--- config.mk ---
export PLATFORM = sky130hd
export DESIGN_NAME = instruction_aligner_flat
export DESIGN_NICKNAME = d
export VERILOG_FILES = /design/src/rtl/instruction_aligner_pkg.sv /design/src/rtl/instruction_aligner_if.sv /design/src/rtl/instruction_aligner_length_decoder.sv /design/src/rtl/instruction_aligner.sv /design/src/flat_wrapper.sv
export SDC_FILE = /design/constraint.sdc
export NUM_CORES = 1
export LEC_CHECK = 0
export ABC_AREA = 1
export CORE_ASPECT_RATIO = 1.4
export CORE_MARGIN = 5
export CORE_UTILIZATION = 65
export DETAILED_ROUTE_END_ITERATION = 6
export DONT_BUFFER_PORTS = 1
export PLACE_DENSITY = 0.86
export SLEW_MARGIN = 20
export SYNTH_ARGS = -nofsm -noshare
export SYNTH_HDL_FRONTEND = slang
export SYNTH_SLANG_ARGS = --single-unit
export TNS_END_PERCENT = 1
--- constraint.sdc ---
create_clock -name clock_i -period 5.5 [get_ports clock_i]
set_clock_uncertainty 0.2 [all_clocks]
set_input_delay 0.55 -clock clock_i [delete_from_list [all_inputs] [get_ports clock_i]]
set_output_delay 0.55 -clock clock_i [all_outputs]
set_load 0.01 [all_outputs]
--- src/rtl/instruction_aligner_pkg.sv ---
// Shared widths and instruction-format definitions for the instruction aligner.
// Package name pa_pkg is kept so existing importers continue to compile.
package pa_pkg;

    localparam int unsigned FETCH_WIDTH = 32;
    localparam int unsigned BUF_WIDTH   = 64;
    localparam int unsigned LONG_LEN    = 30;
    localparam int unsigned SHORT_LEN   = 19;
    localparam int unsigned CNT_WIDTH   = 7;

    typedef logic [CNT_WIDTH-1:0] count_t;

    typedef enum logic {
        FMT_SHORT = 1'b0,
        FMT_LONG  = 1'b1
    } format_e;

    function automatic count_t format_length(input format_e fmt);
        return (fmt == FMT_LONG) ? count_t'(LONG_LEN) : count_t'(SHORT_LEN);
    endfunction

    // Keeps the top `length` bits of a fetch-width word, zeroing the rest.
    function automatic logic [FETCH_WIDTH-1:0] length_mask(input format_e fmt);
        logic [FETCH_WIDTH-1:0] ones;
        ones = '1;
        return ones << (FETCH_WIDTH - int'(format_length(fmt)));
    endfunction

endpackage

--- src/rtl/instruction_aligner_if.sv ---
// Fetch-side handshake, pipeline control and aligned-instruction output bundle.
interface instruction_aligner_if;
    import pa_pkg::*;

    logic                   flush_i;
    logic                   stall_i;
    logic [FETCH_WIDTH-1:0] fetchWord_i;
    logic                   fetchValid_i;
    logic                   fetchReady_o;
    logic [FETCH_WIDTH-1:0] Instruction_o;
    logic                   InstructionFormat_o;
    logic                   enable_o;

    modport master (
        output flush_i, stall_i, fetchWord_i, fetchValid_i,
        input  fetchReady_o, Instruction_o, InstructionFormat_o, enable_o
    );

    modport slave (
        input  flush_i, stall_i, fetchWord_i, fetchValid_i,
        output fetchReady_o, Instruction_o, InstructionFormat_o, enable_o
    );

endinterface

--- src/rtl/instruction_aligner_length_decoder.sv ---
// Combinational head-of-buffer decode: format, length, availability and fetch ready.
module instr_length_decoder
    import pa_pkg::*;
(
    input  logic    reset,
    input  logic    head_bit,
    input  count_t  bit_count,
    output format_e format,
    output count_t  length,
    output logic    available,
    output logic    ready
);

    always_comb begin
        format    = format_e'(head_bit);
        length    = format_length(format);
        available = (bit_count != '0) && (bit_count >= length);
        ready     = !reset && (bit_count <= count_t'(FETCH_WIDTH));
    end

endmodule

--- src/rtl/instruction_aligner.sv ---
// Bit-stream aligner extracting 30/19-bit instructions from 32-bit fetch words.
// Define ALIGNER_NOP_FILTER_EN to consume nops (aligned bits [27:21] == 0) silently.
module instruction_aligner
    import pa_pkg::*;
(
    input  logic                 clock_i,
    input  logic                 reset_i,
    instruction_aligner_if.slave bus
);

    logic [BUF_WIDTH-1:0]   bit_buffer;
    logic [BUF_WIDTH-1:0]   remain_buffer;
    logic [BUF_WIDTH-1:0]   buffer_next;
    count_t                 bit_count;
    count_t                 remain_count;
    count_t                 count_next;

    logic [FETCH_WIDTH-1:0] instruction;
    logic [FETCH_WIDTH-1:0] head_instr;
    format_e                format;
    format_e                head_format;
    logic                   enable;

    count_t                 head_length;
    logic                   available;
    logic                   ready;
    logic                   consume;
    logic                   accept;
    logic                   emit;

    instr_length_decoder u_decoder (
        .reset     (reset_i),
        .head_bit  (bit_buffer[BUF_WIDTH-1]),
        .bit_count (bit_count),
        .format    (head_format),
        .length    (head_length),
        .available (available),
        .ready     (ready)
    );

    always_comb begin
        head_instr = bit_buffer[BUF_WIDTH-1 -: FETCH_WIDTH] & length_mask(head_format);
        consume    = !bus.stall_i && !bus.flush_i && available;
        accept     = bus.fetchValid_i && ready;
`ifdef ALIGNER_NOP_FILTER_EN
        emit       = consume && (head_instr[27:21] != '0);
`else
        emit       = consume;
`endif

        remain_buffer = bit_buffer;
        remain_count  = bit_count;
        if (consume) begin
            remain_buffer = bit_buffer << head_length;
            remain_count  = bit_count - head_length;
        end

        // Bits below the valid count are always zero, so the new word can be OR-ed in.
        buffer_next = remain_buffer;
        count_next  = remain_count;
        if (accept) begin
            buffer_next = remain_buffer
                        | ({bus.fetchWord_i, {(BUF_WIDTH-FETCH_WIDTH){1'b0}}} >> remain_count);
            count_next  = remain_count + count_t'(FETCH_WIDTH);
        end
    end

    always_ff @(posedge clock_i or posedge reset_i) begin
        if (reset_i) begin
            bit_buffer  <= '0;
            bit_count   <= '0;
            instruction <= '0;
            format      <= FMT_SHORT;
            enable      <= 1'b0;
        end else if (bus.flush_i) begin
            bit_buffer  <= '0;
            bit_count   <= '0;
            enable      <= 1'b0;
        end else begin
            bit_buffer <= buffer_next;
            bit_count  <= count_next;
            if (!bus.stall_i) begin
                enable <= emit;
                if (emit) begin
                    instruction <= head_instr;
                    format      <= head_format;
                end
            end
        end
    end

    assign bus.fetchReady_o        = ready;
    assign bus.Instruction_o       = instruction;
    assign bus.InstructionFormat_o = format;
    assign bus.enable_o            = enable;

endmodule

--- src/flat_wrapper.sv ---
// flat-port wrapper written by rule: the top's interface ports become plain ports
module instruction_aligner_flat import pa_pkg::*;
  (clock_i, reset_i, bus_flush_i, bus_stall_i, bus_fetchWord_i, bus_fetchValid_i, bus_fetchReady_o, bus_Instruction_o, bus_InstructionFormat_o, bus_enable_o);
  instruction_aligner_if bus_i ();
  input  logic clock_i;
  input  logic reset_i;
  input wire logic [$bits(bus_i.flush_i)-1:0] bus_flush_i;
  input wire logic [$bits(bus_i.stall_i)-1:0] bus_stall_i;
  input wire logic [$bits(bus_i.fetchWord_i)-1:0] bus_fetchWord_i;
  input wire logic [$bits(bus_i.fetchValid_i)-1:0] bus_fetchValid_i;
  output wire logic [$bits(bus_i.fetchReady_o)-1:0] bus_fetchReady_o;
  output wire logic [$bits(bus_i.Instruction_o)-1:0] bus_Instruction_o;
  output wire logic [$bits(bus_i.InstructionFormat_o)-1:0] bus_InstructionFormat_o;
  output wire logic [$bits(bus_i.enable_o)-1:0] bus_enable_o;
  assign bus_i.flush_i = bus_flush_i;
  assign bus_i.stall_i = bus_stall_i;
  assign bus_i.fetchWord_i = bus_fetchWord_i;
  assign bus_i.fetchValid_i = bus_fetchValid_i;
  assign bus_fetchReady_o = bus_i.fetchReady_o;
  assign bus_Instruction_o = bus_i.Instruction_o;
  assign bus_InstructionFormat_o = bus_i.InstructionFormat_o;
  assign bus_enable_o = bus_i.enable_o;
  instruction_aligner u_core (.clock_i(clock_i), .reset_i(reset_i), .bus(bus_i));
endmodule
==> metrics list, run 1 <==
- Slowest library cell on the worst path: nor2_4
- Total routing resource utilization after global routing: 36.1%
* Gates resized, CTS repair: 0
* Sequential Area: 2550 µm²
- Slew @ Worst Pin: 0.990 ns
- The detailed router placed 8185 vias in this run.
- After detailed routing, the total wire length is 25.0 mm.
- The die covers 14000 µm².
* Count of cell types in the netlist: 35
- The critical path goes through inv_2 > ha_1 > nand2_1 > nor2_1 > nand2_2 > nand3_4 > nand2_8 > inv_2 > o211ai_2 > xor2_2 > inv_2 > nor2_4 > nand4_1 > a21oi_1.
- By instance count, the cell type seen most on the critical path is inv_2.
- Number of nets in the layout: 1118
- Count of final max-slew check failures: 0
- Counting every instance in the synthesized netlist gives 1147.
* Accumulated negative setup slack: 0 ns
* Routed length on met3: 1.89 mm
- The floorplan step set the die height to 138 µm.
* Final setup violation count: 0
- Period utilisation layout: 74.0%
- Max incr delay on CP: 0.68 ns
- Tightest slew margin relative to the limit: 33.8%
* Top post-synthesis cells by count: nand3_1 (344), nand2_1 (268), dfrtp_1 (102)
- The longest clock path from root to sink contains 2 buffers.
- After filler insertion, the fill cell instance count of the layout stands at 1061.
- Status: finished clean
* Max-cap viol count: 0
- STA classifies the critical path endpoint as a flip-flop.
- Area taken by multi-input logic gates: 4430 µm²
- Detailed router's first-iteration violation count: 759
- In this run the cell area of the synthesized design comes to 7610 µm².
* Clock root buffer: clkbuf_16
- Classification of the worst setup path: reg2reg
* Wire length of the first global-routing pass: 39.3 mm
- In this run the biggest area consumer among cell types represents 33.6% of the synthesized area.
- Share of final-layout standard cells stronger than drive strength 1: 5.82%
- Proportion of register bits with asynchronous set or reset after synthesis: 100%
* Startpoint type of the worst setup path: flip-flop
- Initial standard-cell utilization of the core: 66.7%
- Final min period: 4.07 ns
* Length of routed met2 wiring: 11.5 mm
* Sequential fraction of the synthesis area: 33.6%
- Critical path fanouts, max: 32
* Hold/Removal Path Class: in2reg
- I/O pin total: 72
* Number of optimization iterations in the first detailed-route pass: 6
- After routing the design area is 7680 µm².
- Mean cell area of the mapped netlist: 6.63 µm²
- Power density cells: 357 nW/µm²
- At the end of routability-driven placement, the weighted congestion stood at 0.987.
- After detailed placement, the total cell area comes to 7380 µm².
- Static Leakage: 3.46 nW
* Hold Violations, Final: 0
* # H-tree levels: 3
* Clock transition at path regs: 0.08 ns
- Routed length on met1: 9.86 mm
- Yosys reg bits: 102
* Most repeated cell in the gate-level netlist after synthesis: nand3_1
* Data arrival time of the critical path: 4.14 ns
- By area the synthesized netlist is led by dfrtp_1 (34%), nand3_1 (23%), nand2_1 (13%).
- The initial antenna violation count is 0.
- Antenna cells: 0
- For the worst-skew pair, the clock arrives at the later sink with an insertion delay of 0.35 ns.
- Highest routing layer actually used: met4
- DIE WIDTH: 101 µm
- Via count of the first global-routing pass: 7481
- The worst-case IR drop observed on VDD is 0.239 mV.
* RSZ-0062 raised after global routing: no
- EDFF count, synth: 0
- Entering global routing, the biggest net connects 87 pins.
- Maximum clock frequency: 246 MHz
* Number of warning messages in the yosys log: 0
- For this run the aggregate overflow at the end of global routing stands at 0.
- Detailed Place HPWL: 18.3 mm
* Std-Cell Rows: 46
- Area of the core region: 11400 µm²
- Once detail routing completed, the nets flagged for antenna violations numbered 0.
- Relative to the synthesized area, the layout overhead comes to 1.02%.
* CP Data Required Time: 5.57 ns
- In the synthesized netlist the dominant register cell turns out to be dfrtp_1.
- The synthesized design spends more area on one cell type than any other, namely dfrtp_1.
- Number of buffers created by CTS: 9
- Number of port buffers: 0
* TritonCTS Sinks: 102
- Average wire per cell in the routed design: 20.4 µm
- Using the TritonRoute via totals, the vias-per-cell ratio works out to 6.68.
* Clock tree from TritonCTS: yes
- For this run, design rule violations remaining after detail routing come to 0.
==> per-layer routing <==
metal	global-route usage, %	up-vias
met5	0	-
met4	22.5	0
met3	4.78	88
met2	57.0	455
met1	46.6	3851
li1	-	3791
==> sequential cells by signal (all words and copies together) (netlist names) <==
name	flops
u_core.bus.Instruction_o	29
u_core.bus.InstructionFormat_o	1
u_core.bit_buffer	64
u_core.bit_count	7
u_core.bus.enable_o	1
==> cell type report <==
class                   instances  share of cell area, %
clock buffers                   9                   2.93
inverters                      42                   2.08
repair buffers                  9                  0.912
multi-input cells             913                   57.7
clock inverters                 7                  0.847
well taps                     144                   2.34
flip-flops and latches        102                   33.2
==> worst paths after layout <==
kind,startpoint,end,slack [ns],cells after the start
min in group asynchronous,reset_i,u_core.bus.enable_o,0.56,2
hold / removal,bus_flush_i,u_core.bit_count[4],0.05,1
hold reg to reg,u_core.bit_buffer[56],u_core.bus.Instruction_o[24],0.28,2
setup / recovery,u_core.bit_buffer[63],u_core.bit_buffer[55],1.43,14
setup reg to reg,u_core.bit_buffer[63],u_core.bit_buffer[55],1.43,14
max in group asynchronous,reset_i,u_core.bit_buffer[3],3.40,3
==> where the power goes <==
part / switching (mW) / total [mW] / internal [mW] / leakage, nW
logic: 0.819 / 1.14 / 0.321 / 1.92
clock network: 0.311 / 0.628 / 0.317 / 0.137
registers: 0.111 / 0.974 / 0.863 / 1.40
total: 1.24 / 2.74 / 1.50 / 3.46
==> repair_timing <==
action	CTS	global route
hold buffers	1	0
setup buffers	0	0
endpoints found under the hold margin	45	0
==> cell families after synthesis <==
logic type	share of synthesized area (%)
adder cells (fa/ha/maj)	0.658
XOR/XNOR	0.559
flip-flops	33.6
AND/OR/NAND/NOR	43.3
other	0.0493
AO/OA/AOI/OAI	13.5
buffers and inverters	8.41
==> through the flow <==
| step | hold slack [ns] | utilization (%) | power, mW | std cells | worst slack [ns] |
|---|---|---|---|---|---|
| after floorplan | 0.237 | - | 1.82 | 1148 | 1.15 |
| after global placement | 0.254 | 64.7 | 2.08 | 1209 | 1.52 |
| after detailed placement | 0.261 | 64.7 | 2.08 | 1209 | 1.45 |
| after CTS | 0.0487 | 67.4 | 2.71 | 1226 | 1.38 |
| after global routing | 0.0484 | 67.4 | 2.88 | 1226 | 1.06 |
| final | 0.0519 | 67.4 | 2.74 | 1226 | 1.43 |
==> critical path: cells and delay by family, from the launching register on <==
kind | cells | cell delay, ns
and+or+nand+nor | 7 | 1.47
buffers and inverters | 3 | 0.75
AOI/OAI and AO/OA | 2 | 0.34
DFF | 1 | 0.37
adders and majority gates | 1 | 0.38
xor gates and xnor gates | 1 | 0.46
==> layout by cell type (no fill, tap or decap), types with 2 or more instances in the layout <==
| cell | synthesis | layout |
|---|---|---|
| o21ai_4 | 2 | 3 |
| clkinvlp_4 | 0 | 2 |
| o211ai_1 | 12 | 12 |
| nand2_1 | 268 | 268 |
| conb_1 | 1 | 2 |
| inv_1 | 33 | 32 |
| clkbuf_16 | 0 | 9 |
| o21ai_2 | 3 | 2 |
| nand2_8 | 2 | 2 |
| buf_4 | 12 | 8 |
| nand3_1 | 344 | 343 |
| inv_6 | 0 | 2 |
| o21ai_1 | 3 | 3 |
| ha_1 | 4 | 4 |
| o21a_1 | 2 | 2 |
| inv_2 | 9 | 9 |
| nor2_1 | 61 | 61 |
| nand4_1 | 19 | 19 |
| nand3_2 | 3 | 4 |
| o21ai_0 | 83 | 83 |
| nor2_4 | 3 | 3 |
| xor2_1 | 2 | 2 |
| a21oi_1 | 76 | 76 |
| nor3_1 | 2 | 2 |
| nor2_2 | 5 | 5 |
| nand2_2 | 6 | 6 |
| a211oi_1 | 5 | 5 |
| dfrtp_1 | 102 | 102 |
Note: power is estimated with default switching activity, not from simulation.
==> run 2, diff against run 1 <==
CORE_UTILIZATION = 59   (was 65)
PLACE_DENSITY = 0.83   (was 0.86)
clock period = 3.3 ns   (was 5.5 ns; I/O delays follow)
==> metrics list, run 2 (same netlist as run 1, synthesis figures left out) <==
- DRC viols: 0
* Commonest cells after routing, fill and taps aside: nand3_1 (344), nand2_1 (267), dfrtp_1 (102)
- Wire length of the first global-routing pass: 40.6 mm
* Cell Chain, Critical Path: inv_2 > ha_1 > nand3_2 > nand2_1 > nand2_2 > nand3_4 > nand2_8 > buf_4 > nand2_1 > nand2_2 > nand2_2 > buf_4 > nor2_4 > nand3_1 > nand3_1 > nand2_1 > a21oi_1
* Power density cells: 584 nW/µm²
- Along the worst path, the maximum fanout reaches 23.
- Die boundary height: 144 µm
* Classification of the worst setup path: reg2reg
* Total design power: 4.75 mW
* Count of final max-slew check failures: 0
- I/O pin total: 72
* # H-tree levels: 3
- Maximum clock frequency: 317 MHz
- Number of optimization iterations in the first detailed-route pass: 6
- The final route contains 8138 vias.
- Std-Cell Rows: 49
- Clock root buffer: clkbuf_16
- Largest reg by FF count: u_core.bit_buffer
- Largest net degree at the start of global routing: 98
- Tightest slew margin relative to the limit: 47.7%
- Buffers inserted during clock tree synthesis total 9.
- Share of final-layout standard cells stronger than drive strength 1: 8.69%
* Detailed Place HPWL: 19.2 mm
* DIE WIDTH: 106 µm
* Maximum vdd ir drop: 0.288 mV
- The die covers 15300 µm².
* Max reg flops: 64
- CP Data Required Time: 3.37 ns
* Kind of capture point of the worst setup path: flip-flop
- Final instance count without filler cells: 1269
* Hold Violations, Final: 0
- Post-DP Area: 7700 µm²
- After routing the design area is 8130 µm².
* Commonest non-fill, non-tap cell in the layout: nand3_1
- The run finished with clean final reports.
- In this run, the number of DRC markers left after iteration 0 of detailed routing was 769.
- Data arrival time of the critical path: 3.23 ns
- Including well taps, the total number of placed cells is 1244.
- At the pin with the least slew margin, the transition time is 0.784 ns.
- The clock reaches the later pin of the worst-skew pair after 0.35 ns.
- Antenna cells: 0
* Antenna-violating nets left: 0
- Final standard cell utilization of the core: 63.7%
- Relative to the synthesized area, the layout overhead comes to 6.84%.
- Slowest library cell on the worst path: dfrtp_1
- Number of nets in the layout: 1152
- Depth of the worst register-to-register path: 17
* Hold/Removal Path Class: in2reg
- Worst Hold Depth: 3
- For this block, the routed nets add up to 25.1 mm of wire.
- Of the total power, combinational logic draws 42.4%.
- The clock period could shrink to 3.16 ns.
- TritonCTS Sinks: 102
- The filler cells instantiated in the layout total 1229.
* Share of total power consumed by net switching: 43.4%
- The initial antenna violation count came to 0.
- Buffer depth of the longest clock path: 2
- After floorplanning, the core was sized to cover 12800 µm².
- Average wire per cell in the routed design: 19.8 µm
* Startpoint type of the worst setup path: flip-flop
- After clock tree synthesis, the clock-pin slew on the worst setup and hold paths is 0.08 ns.
- In this run the tool buffered the top-level ports with 0 buffer cells.
- Post-detailed-route via-to-cell ratio: 6.41
- Total routing resource utilization after global routing: 33.8%
- Sequential share of power: 34.1%
* Initial standard-cell utilization of the core: 59.6%
- Static Leakage: 3.69 nW
- Across the run, the number of max-cap violations was 0.
- Final setup violation count: 0
- Psw: 2.06 mW
- Max incr delay on CP: 0.37 ns
- Setup repair after global routing could not meet its margin everywhere.
- The via count of the first global-routing pass is 7563.
* Clock network fraction of design power: 23.5%
- TritonCTS built the clock tree.
- Internal power comes to 2.69 mW.
- Period utilisation layout: 95.7%
* Routability-driven placement congestion ratio: 1.04
- Final global-route overflow total: 0
## run 2: final cells by class
| type | instances | area (µm²) | share of cell area (%) |
|---|---|---|---|
| clock inverters | 7 | 88.8 | 1.09 |
| repair buffers | 43 | 473 | 5.82 |
| inverters | 42 | 164 | 2.02 |
| clock buffers | 9 | 225 | 2.77 |
| multi-input cells | 913 | 4430 | 54.5 |
| flip-flops and latches | 102 | 2550 | 31.4 |
| well taps | 153 | 191 | 2.36 |
## run 2: through the flow
step	setup TNS [ns]	hold slack, ns	setup slack, ns
final	0	0.121	0.141
after global routing	-0.562	0.141	-0.0794
after CTS	0	0.123	0.0752
after detailed placement	0	0.204	0.120
after global placement	0	0.202	0.148
after floorplan	0	0.237	0.0653
## run 2: critical path: cells and delay by family, from the launching register on
family,cells,cell delay (ns)
flip-flops,1,0.37
AO/OA/AOI/OAI,1,0.13
AND/OR/NAND/NOR,12,1.44
adder cells (fa/ha/maj),1,0.36
buffers and inverters,3,0.57
## run 2: final timing paths
kind | to | slack, ns | start
setup / recovery | u_core.bit_buffer[21] | 0.14 | u_core.bit_buffer[63]
hold / removal | u_core.bit_count[5] | 0.12 | bus_fetchValid_i
setup reg to reg | u_core.bit_buffer[21] | 0.14 | u_core.bit_buffer[63]
hold reg to reg | u_core.bus.Instruction_o[14] | 0.27 | u_core.bit_buffer[46]
max in group asynchronous | u_core.bus.Instruction_o[10] | 1.17 | reset_i
min in group asynchronous | u_core.bit_buffer[60] | 0.54 | reset_i
## run 2: what timing repair did
item | CTS | global route
endpoints found under the hold margin | 112 | 0
hold buffers | 3 | 0
gates resized for setup | 0 | 3
setup buffers | 0 | 6
endpoints found under the setup margin | 0 | 51
## run 2: power groups by stage
stage	logic [mW]	clock network (mW)	registers (mW)
after detailed placement	1.92	0	1.64
after CTS	1.95	1.12	1.62
after floorplan	1.45	0	1.59
final	2.01	1.12	1.62
after global placement	1.91	0	1.64
after global routing	2.22	1.17	1.64
## run 2: metal layers
metal	vias to the layer above	share of wire (%)	GRT usage [%]
li1	3861	-	-
met1	3819	40	43.1
met2	388	48	56.6
met3	70	6.0	3.66
met4	0	5.6	18.5
met5	-	0	0
